$ cat config.mk
export PLATFORM = sky130hd
export DESIGN_NAME = line_serializer_flat
export DESIGN_NICKNAME = d
export VERILOG_FILES = /design/src/rtl/lc3b_types.sv /design/src/rtl/line_serializer_if.sv /design/src/rtl/next_word_sel.sv /design/src/rtl/line_serializer.sv /design/src/flat_wrapper.sv
export SDC_FILE = /design/constraint.sdc
export NUM_CORES = 1
export LEC_CHECK = 0
export BUFFER_PORTS_ARGS = -buffer_cell sky130_fd_sc_hd__buf_2
export CORE_MARGIN = 2
export CORE_UTILIZATION = 53
export CTS_CLUSTER_SIZE = 40
export DETAILED_ROUTE_END_ITERATION = 8
export PLACE_DENSITY_LB_ADDON = 0.08
export SLEW_MARGIN = 0
export SYNTH_ARGS = -nofsm -noshare
export SYNTH_HDL_FRONTEND = slang
export SYNTH_SLANG_ARGS = --single-unit
$ cat constraint.sdc
create_clock -name clk -period 2.1 [get_ports clk]
set_input_delay 0.21 -clock clk [delete_from_list [all_inputs] [get_ports clk]]
set_output_delay 0.21 -clock clk [all_outputs]
set_load 0.03 [all_outputs]
$ cat src/rtl/lc3b_types.sv
// lc3b_types: shared geometry types for the LC-3b cache datapath.
//   lc3b_burst        - one 256-bit cache line (word k = bits [16k+15:16k])
//   lc3b_word         - 16-bit machine word / byte address
//   lc3b_cache_offset - 5-bit byte offset within a line
//   lc3b_word_mask    - one bit per 16-bit word of a line
//   LINE_WORDS        - number of 16-bit words in a line
package lc3b_types;

  typedef logic [255:0] lc3b_burst;
  typedef logic [15:0]  lc3b_word;
  typedef logic [4:0]   lc3b_cache_offset;
  typedef logic [15:0]  lc3b_word_mask;

  localparam int LINE_WORDS = 16;

endpackage

$ cat src/rtl/line_serializer_if.sv
// line_serializer_if: load-side and word-stream signals of line_serializer.
//   load/line_in/base_addr  - capture request (honoured only while idle)
//   word_mask               - per-word emit mask (only with LINE_SER_MASK_EN)
//   busy                    - a line is being streamed or is finishing
//   out_valid/out_ready     - word stream handshake
//   out_data/out_addr/out_offset - current word, its byte address and offset
//   done                    - one-cycle pulse after the last word transfers
//   dbg_state               - serializer FSM state (IDLE=0, SEND=1, DONE=2)
//
// Handshake: a word transfers on a rising edge where out_valid & out_ready
// are both high. Once out_valid is high, out_data/out_addr/out_offset stay
// stable and out_valid stays high until that transfer (reset excepted).
// out_ready while out_valid is low has no effect; out_valid never depends
// combinationally on out_ready.
interface line_serializer_if;
  import lc3b_types::*;

  logic             load;
  lc3b_burst        line_in;
  lc3b_word         base_addr;
`ifdef LINE_SER_MASK_EN
  lc3b_word_mask    word_mask;
`endif
  logic             busy;
  logic             out_valid;
  logic             out_ready;
  lc3b_word         out_data;
  lc3b_word         out_addr;
  lc3b_cache_offset out_offset;
  logic             done;
  logic [1:0]       dbg_state;

`ifdef LINE_SER_MASK_EN
  modport master (
    input  load, line_in, base_addr, word_mask, out_ready,
    output busy, out_valid, out_data, out_addr, out_offset, done, dbg_state
  );
  modport slave (
    output load, line_in, base_addr, word_mask, out_ready,
    input  busy, out_valid, out_data, out_addr, out_offset, done, dbg_state
  );
`else
  modport master (
    input  load, line_in, base_addr, out_ready,
    output busy, out_valid, out_data, out_addr, out_offset, done, dbg_state
  );
  modport slave (
    output load, line_in, base_addr, out_ready,
    input  busy, out_valid, out_data, out_addr, out_offset, done, dbg_state
  );
`endif

endinterface

$ cat src/rtl/next_word_sel.sv
// next_word_sel: combinational priority finder over a 16-bit word mask.
//   mask      in  16 - words still eligible for emission
//   idx       in  4  - current word index
//   next_idx  out 4  - lowest set bit strictly above idx (0 if none)
//   first_idx out 4  - lowest set bit of mask (0 if mask is zero)
//   none      out 1  - no set bit strictly above idx
// Only present in builds with LINE_SER_MASK_EN defined.
`ifdef LINE_SER_MASK_EN
module next_word_sel (
  input  logic [15:0] mask,
  input  logic [3:0]  idx,
  output logic [3:0]  next_idx,
  output logic [3:0]  first_idx,
  output logic        none
);

  // Scan from the top down so the lowest matching bit is written last.
  always_comb begin
    next_idx  = '0;
    first_idx = '0;
    none      = 1'b1;
    for (int i = 15; i >= 0; i--) begin
      if (mask[i]) begin
        first_idx = 4'(i);
        if (i > int'(idx)) begin
          next_idx = 4'(i);
          none     = 1'b0;
        end
      end
    end
  end

endmodule
`endif

$ cat src/rtl/line_serializer.sv
// line_serializer: captures one 256-bit cache line and streams it out as
// sixteen 16-bit words, lowest offset first, over a valid/ready handshake.
//   clk  in  - rising-edge clock
//   rst  in  - synchronous active-high reset
//   bus  master modport of line_serializer_if (load side + word stream)
// Optional feature: define LINE_SER_MASK_EN to add word_mask, which skips
// masked-off words at no cycle cost.
module line_serializer
  import lc3b_types::*;
(
  input  logic              clk,
  input  logic              rst,
  line_serializer_if.master bus
);

  typedef enum logic [1:0] {
    S_IDLE = 2'd0,
    S_SEND = 2'd1,
    S_DONE = 2'd2
  } state_e;

  state_e      state_q, state_d;
  logic [3:0]  idx_q, idx_d;
  lc3b_burst   line_q, line_d;
  logic [10:0] base_q, base_d;

  logic        last_beat;     // current word is the final one of the line
  logic [3:0]  next_idx;      // index to move to after a transfer
  logic [3:0]  load_idx;      // first index to emit after a load
  logic        load_to_done;  // load carries nothing to emit

  // Low address bits are implied by idx and never stored.
  logic unused_base_bits;
  assign unused_base_bits = ^bus.base_addr[4:0];

`ifdef LINE_SER_MASK_EN
  lc3b_word_mask mask_q, mask_d, mask_sel;
  logic [3:0]    sel_next, sel_first;
  logic          sel_none;

  // While idle the incoming mask is examined so the first word is known at
  // the load edge; afterwards the captured mask drives the search.
  assign mask_sel = (state_q == S_IDLE) ? bus.word_mask : mask_q;

  next_word_sel u_next_word_sel (
    .mask      (mask_sel),
    .idx       (idx_q),
    .next_idx  (sel_next),
    .first_idx (sel_first),
    .none      (sel_none)
  );

  assign last_beat    = sel_none;
  assign next_idx     = sel_next;
  assign load_idx     = sel_first;
  assign load_to_done = (bus.word_mask == '0);

  always_comb begin
    mask_d = mask_q;
    if ((state_q == S_IDLE) && bus.load) begin
      mask_d = bus.word_mask;
    end
  end
`else
  assign last_beat    = (idx_q == 4'(LINE_WORDS - 1));
  assign next_idx     = idx_q + 4'd1;
  assign load_idx     = 4'd0;
  assign load_to_done = 1'b0;
`endif

  always_comb begin
    state_d = state_q;
    idx_d   = idx_q;
    line_d  = line_q;
    base_d  = base_q;
    unique case (state_q)
      S_IDLE: begin
        if (bus.load) begin
          line_d  = bus.line_in;
          base_d  = bus.base_addr[15:5];
          idx_d   = load_idx;
          state_d = load_to_done ? S_DONE : S_SEND;
        end
      end
      S_SEND: begin
        // out_valid is high throughout SEND, so out_ready alone marks a beat.
        if (bus.out_ready) begin
          if (last_beat) begin
            state_d = S_DONE;
          end else begin
            idx_d = next_idx;
          end
        end
      end
      S_DONE: begin
        state_d = S_IDLE;
      end
      default: begin
        state_d = S_IDLE;
      end
    endcase
  end

  always_ff @(posedge clk) begin
    if (rst) begin
      state_q <= S_IDLE;
      idx_q   <= '0;
      line_q  <= '0;
      base_q  <= '0;
    end else begin
      state_q <= state_d;
      idx_q   <= idx_d;
      line_q  <= line_d;
      base_q  <= base_d;
    end
  end

`ifdef LINE_SER_MASK_EN
  always_ff @(posedge clk) begin
    if (rst) begin
      mask_q <= '0;
    end else begin
      mask_q <= mask_d;
    end
  end
`endif

  // All outputs come from registered state, never from out_ready.
  assign bus.busy       = (state_q == S_SEND) || (state_q == S_DONE);
  assign bus.out_valid  = (state_q == S_SEND);
  assign bus.done       = (state_q == S_DONE);
  assign bus.out_data   = line_q[{idx_q, 4'b0000} +: 16];
  assign bus.out_addr   = {base_q, idx_q, 1'b0};
  assign bus.out_offset = {idx_q, 1'b0};
  assign bus.dbg_state  = state_q;

endmodule

$ cat src/flat_wrapper.sv
// flat-port wrapper written by rule: the top's interface ports become plain ports
module line_serializer_flat import lc3b_types::*;
  (clk, rst, bus_load, bus_line_in, bus_base_addr, bus_out_ready, bus_busy, bus_out_valid, bus_out_data, bus_out_addr, bus_out_offset, bus_done, bus_dbg_state);
  line_serializer_if bus_i ();
  input  logic clk;
  input  logic rst;
  input wire logic [$bits(bus_i.load)-1:0] bus_load;
  input wire logic [$bits(bus_i.line_in)-1:0] bus_line_in;
  input wire logic [$bits(bus_i.base_addr)-1:0] bus_base_addr;
  input wire logic [$bits(bus_i.out_ready)-1:0] bus_out_ready;
  output wire logic [$bits(bus_i.busy)-1:0] bus_busy;
  output wire logic [$bits(bus_i.out_valid)-1:0] bus_out_valid;
  output wire logic [$bits(bus_i.out_data)-1:0] bus_out_data;
  output wire logic [$bits(bus_i.out_addr)-1:0] bus_out_addr;
  output wire logic [$bits(bus_i.out_offset)-1:0] bus_out_offset;
  output wire logic [$bits(bus_i.done)-1:0] bus_done;
  output wire logic [$bits(bus_i.dbg_state)-1:0] bus_dbg_state;
  assign bus_i.load = bus_load;
  assign bus_i.line_in = bus_line_in;
  assign bus_i.base_addr = bus_base_addr;
  assign bus_i.out_ready = bus_out_ready;
  assign bus_busy = bus_i.busy;
  assign bus_out_valid = bus_i.out_valid;
  assign bus_out_data = bus_i.out_data;
  assign bus_out_addr = bus_i.out_addr;
  assign bus_out_offset = bus_i.out_offset;
  assign bus_done = bus_i.done;
  assign bus_dbg_state = bus_i.dbg_state;
  line_serializer u_core (.clk(clk), .rst(rst), .bus(bus_i));
endmodule
==> flow_summary.rst <==
.. list-table::
   :header-rows: 1

   * - Metric
     - Value
   * - Type of the setup path with the least slack
     - flop to output pin
   * - Placed Area
     - 13500 um^2
   * - Power density of the placed cells
     - 828 nW/um^2
   * - Via count of the routed design
     - 12.5k
   * - Max rail drop VDD
     - 0.748 mV
   * - Critical path startpoint category
     - flop
   * - Largest net degree at the start of global routing
     - 105
   * - Critical path, cell by cell
     - buf_4, mux4_2, o211ai_1, o21ai_1, buf_4
   * - Period Utilization, post-route
     - 1.21
   * - Hold Slack
     - 0.183 ns
   * - Number of enable flip-flop cells after synthesis
     - 0
   * - Wire length per cell after detailed routing
     - 18.8 um
   * - First-pass GRT wire length
     - 65800 um
   * - Final Instance Count excl. Fillers
     - 2264
   * - Worst setup margin
     - -0.439 ns
   * - Clock buffers created by TritonCTS
     - 28
   * - Net load switching power
     - 4.15 mW
   * - Worst-case reg-to-reg path depth
     - 6
   * - Avg Inst Size Synth
     - 8.12 um^2
   * - Final-report hold violation count
     - 0
   * - Share of the yosys chip area belonging to registers
     - 0.470
   * - Final worst path period need
     - 2.54 ns
   * - Transition at the pin with the smallest max-transition slack
     - 0.661 ns
   * - Initial core utilization
     - 0.536
   * - Setup slack on the worst flop-to-flop path
     - 0.20 ns
   * - Post-synthesis async set-or-reset flop share
     - 0
   * - CTS tree
     - done
   * - Slowest cell delay on critical path
     - 0.55 ns
   * - Worst R2R End
     - u_core.idx_q[1]
   * - Total global routing track utilization
     - 0.353
   * - Fmax
     - 394 MHz
   * - CTS Sinks
     - 273
   * - Clock network power share
     - 0.366
   * - Vias in the first global route
     - 12.2k
   * - Internal power
     - 10.3 mW
   * - Count of state elements after synthesis
     - 273
   * - Core Footprint
     - 21700 um^2
   * - Clock transition time at the flip-flop clock pins of the worst setup and hold paths
     - 0.06 ns
   * - Gp weighted congestion
     - 0.885
   * - Commonest non-fill, non-tap cell in the layout
     - sky130_fd_sc_hd__nand2_1
   * - Combinational fraction of design power
     - 0.224
   * - Violated checks
     - negative setup slack
   * - Cell count after placement
     - 1934
   * - CP required
     - 1.89 ns
   * - Max-slew violation count
     - 0
   * - First-pass detailed-route iteration total
     - 5
   * - GRT Residual Overflow
     - 0
   * - Hold-critical path depth
     - 4
   * - Most frequent cells in the layout
     - sky130_fd_sc_hd__nand2_1 (553), sky130_fd_sc_hd__buf_2 (293), sky130_fd_sc_hd__a21oi_1 (283)
   * - Number of instances in the synthesized netlist
     - 1432
   * - Class of the most critical hold timing path
     - input pin to flop
   * - Netlist cell types
     - 37
   * - Number of nets with antenna violations after routing
     - 0
   * - Overall die area
     - 23200 um^2
   * - Worst clock skew
     - 0.0111 ns
   * - Top delay family on crit path
     - multiplexers
   * - Worst path bufs/invs
     - 2
   * - Clock root buffer
     - sky130_fd_sc_hd__clkbuf_16
   * - Setup TNS
     - -5.40 ns
   * - Pre-CTS setup slack
     - 0.0420 ns
   * - Residual DRC count
     - 0
   * - Worst-case headroom to the max-slew limit
     - 0.559
   * - Cell with the largest stage delay on the worst path
     - sky130_fd_sc_hd__mux4_2
   * - Category of the worst setup path capture point
     - output pin
   * - Nets@finish
     - 2243
   * - Dominant cell type by area after synthesis
     - sky130_fd_sc_hd__dfxtp_1
   * - Hpwl dp
     - 24800 um
   * - Largest driver fanout on the critical path
     - 3
   * - Top area cells in the synthesized netlist
     - sky130_fd_sc_hd__dfxtp_1 (47%), sky130_fd_sc_hd__nand2_1 (18%), sky130_fd_sc_hd__a21oi_1 (12%)
   * - Crit path arrival time
     - 2.33 ns
   * - Number of synthesis warnings
     - 0
   * - Final Routed Wirelength
     - 42600 um
   * - RSZ-0062 raised after global routing
     - yes
   * - Number of antenna violations at the first check in global routing
     - 4
   * - Share of the synthesized area in the top cell type
     - 0.470
   * - Commonest register cell after synthesis
     - sky130_fd_sc_hd__dfxtp_1
   * - Reg power frac
     - 0.410
   * - Synth Cell Area
     - 11600 um^2
   * - Number of violations of the max-capacitance limit
     - 0
   * - Standard-cell rows
     - 54
   * - Switching part of the total power
     - 0.287
   * - Area growth from synthesis to layout
     - 50.0%
   * - Max Buffers Root-to-Sink
     - 3
   * - Total non-filler cell area in the finished layout
     - 17500 um^2
   * - Hold endpoint
     - u_core.line_q[11]
   * - Result of the run
     - complete, but fails checks
   * - Die height
     - 152 um
   * - Number of failing setup endpoints in the final timing report
     - 16
   * - Io pins
     - 318
   * - Count of H-tree levels built during CTS
     - 1
   * - Leakage Power
     - 7.16 nW
   * - Fraction of final layout cells sized beyond drive strength 1
     - 0.248
   * - Die extent in x
     - 152 um
   * - Most numerous cell on the critical path
     - sky130_fd_sc_hd__buf_4
   * - Clock latency on the worst-skew pair
     - 0.54 ns
   * - Initial detailed-routing violation count
     - 1138
   * - Startpoint of the worst register-to-register path
     - u_core.bus.dbg_state[1]
   * - Detail-routed via count per cell
     - 5.51
   * - Worst Hold Launch
     - bus_load
   * - Count of input and output buffers
     - 310
[metal layers]
| layer | track usage | routed length (um) | share of wire |
|---|---|---|---|
| met3 | 0.0603 | 3310 | 0.078 |
| met4 | 0.151 | 1890 | 0.044 |
| met2 | 0.582 | 20500 | 0.48 |
| met5 | 0 | 11 | 0.00026 |
| met1 | 0.459 | 16900 | 0.40 |
[synth_stat cells, drive strengths merged, types with 2 or more instances]
| cell type | number |
|---|---|
| a21oi | 283 |
| inv | 6 |
| mux2i | 36 |
| o211ai | 14 |
| dfxtp | 273 |
| nor2 | 6 |
| nand3 | 4 |
| clkbuf | 59 |
| ha | 6 |
| nand2 | 555 |
| o2111ai | 2 |
| mux2 | 30 |
| buf | 64 |
| mux4 | 34 |
| o21ai | 30 |
| o22ai | 15 |
| nor2b | 2 |
[metrics by stage]
stage          power (mW)  utilization
2_1_floorplan        7.65            -
3_3_place_gp         8.55        0.621
3_5_place_dp         8.61        0.621
4_1_cts              14.3        0.800
5_1_grt              15.0        0.805
6_report             14.4        0.805
[power by group through the flow]
stage	logic (mW)	registers [mW]	clock network (mW)
after global placement	2.56	5.99	0
after CTS	3.09	5.89	5.30
after detailed placement	2.60	6.01	0
after floorplan	1.67	5.97	0
after global routing	3.48	5.96	5.53
final	3.24	5.92	5.29
[repair_timing]
action,in CTS,in global routing
resized for setup,32,16
endpoints found under the setup margin,16,16
buffers inserted,6,1
gates cloned,2,1
pin swaps,4,5
hold buffers,267,0
endpoints found under the hold margin,267,0
[worst max-delay path by stage]
stage / start / to / slack [ns] / cells past startpoint
6_report: u_core.idx_q[0] / bus_out_data[5] / -0.44 / 5
5_1_grt: u_core.idx_q[0] / bus_out_data[2] / -0.45 / 5
4_1_cts: u_core.idx_q[0] / bus_out_data[2] / -0.40 / 5
3_5_place_dp: u_core.idx_q[0] / bus_out_data[14] / 0.04 / 6
3_3_place_gp: u_core.idx_q[0] / bus_out_data[15] / 0.04 / 6
2_1_floorplan: u_core.bus.dbg_state[0] / u_core.idx_q[1] / 0.04 / 5
[flip-flops by register name (all words and copies together), names as in the netlist]
signal,count
u_core.idx_q,4
u_core.base_q,11
u_core.bus.dbg_state,2
u_core.line_q,256
[worst min-delay path: stages]
cell and delay [ns]:
sky130_fd_sc_hd__buf_2 0.13, sky130_fd_sc_hd__and2_4 0.20, sky130_fd_sc_hd__nand2_1 0.07, sky130_fd_sc_hd__a21oi_1 0.05
[area by class of cell]
cell class,count,area [um^2]
Tap cell,280,350
Clock inverter,8,118
Sequential cell,273,5480
Antenna cell,3,7.51
Fill cell,1335,4240
Clock buffer,42,875
Multi-Input combinational cell,1030,5660
Timing Repair Buffer,621,4940
Inverter,7,26.3
[logic make-up after synthesis]
| logic type | Yosys count | share of synthesized area |
|---|---|---|
| AND/OR/NAND/NOR | 573 | 0.187 |
| other | 1 | 0.000322 |
| buffers and inverters | 130 | 0.0537 |
| multiplexers | 100 | 0.126 |
| adder cells (fa/ha/maj) | 6 | 0.00645 |
| AO/OA/AOI/OAI | 349 | 0.157 |
| flip-flops | 273 | 0.470 |
Note: power is estimated with default switching activity, not from simulation.
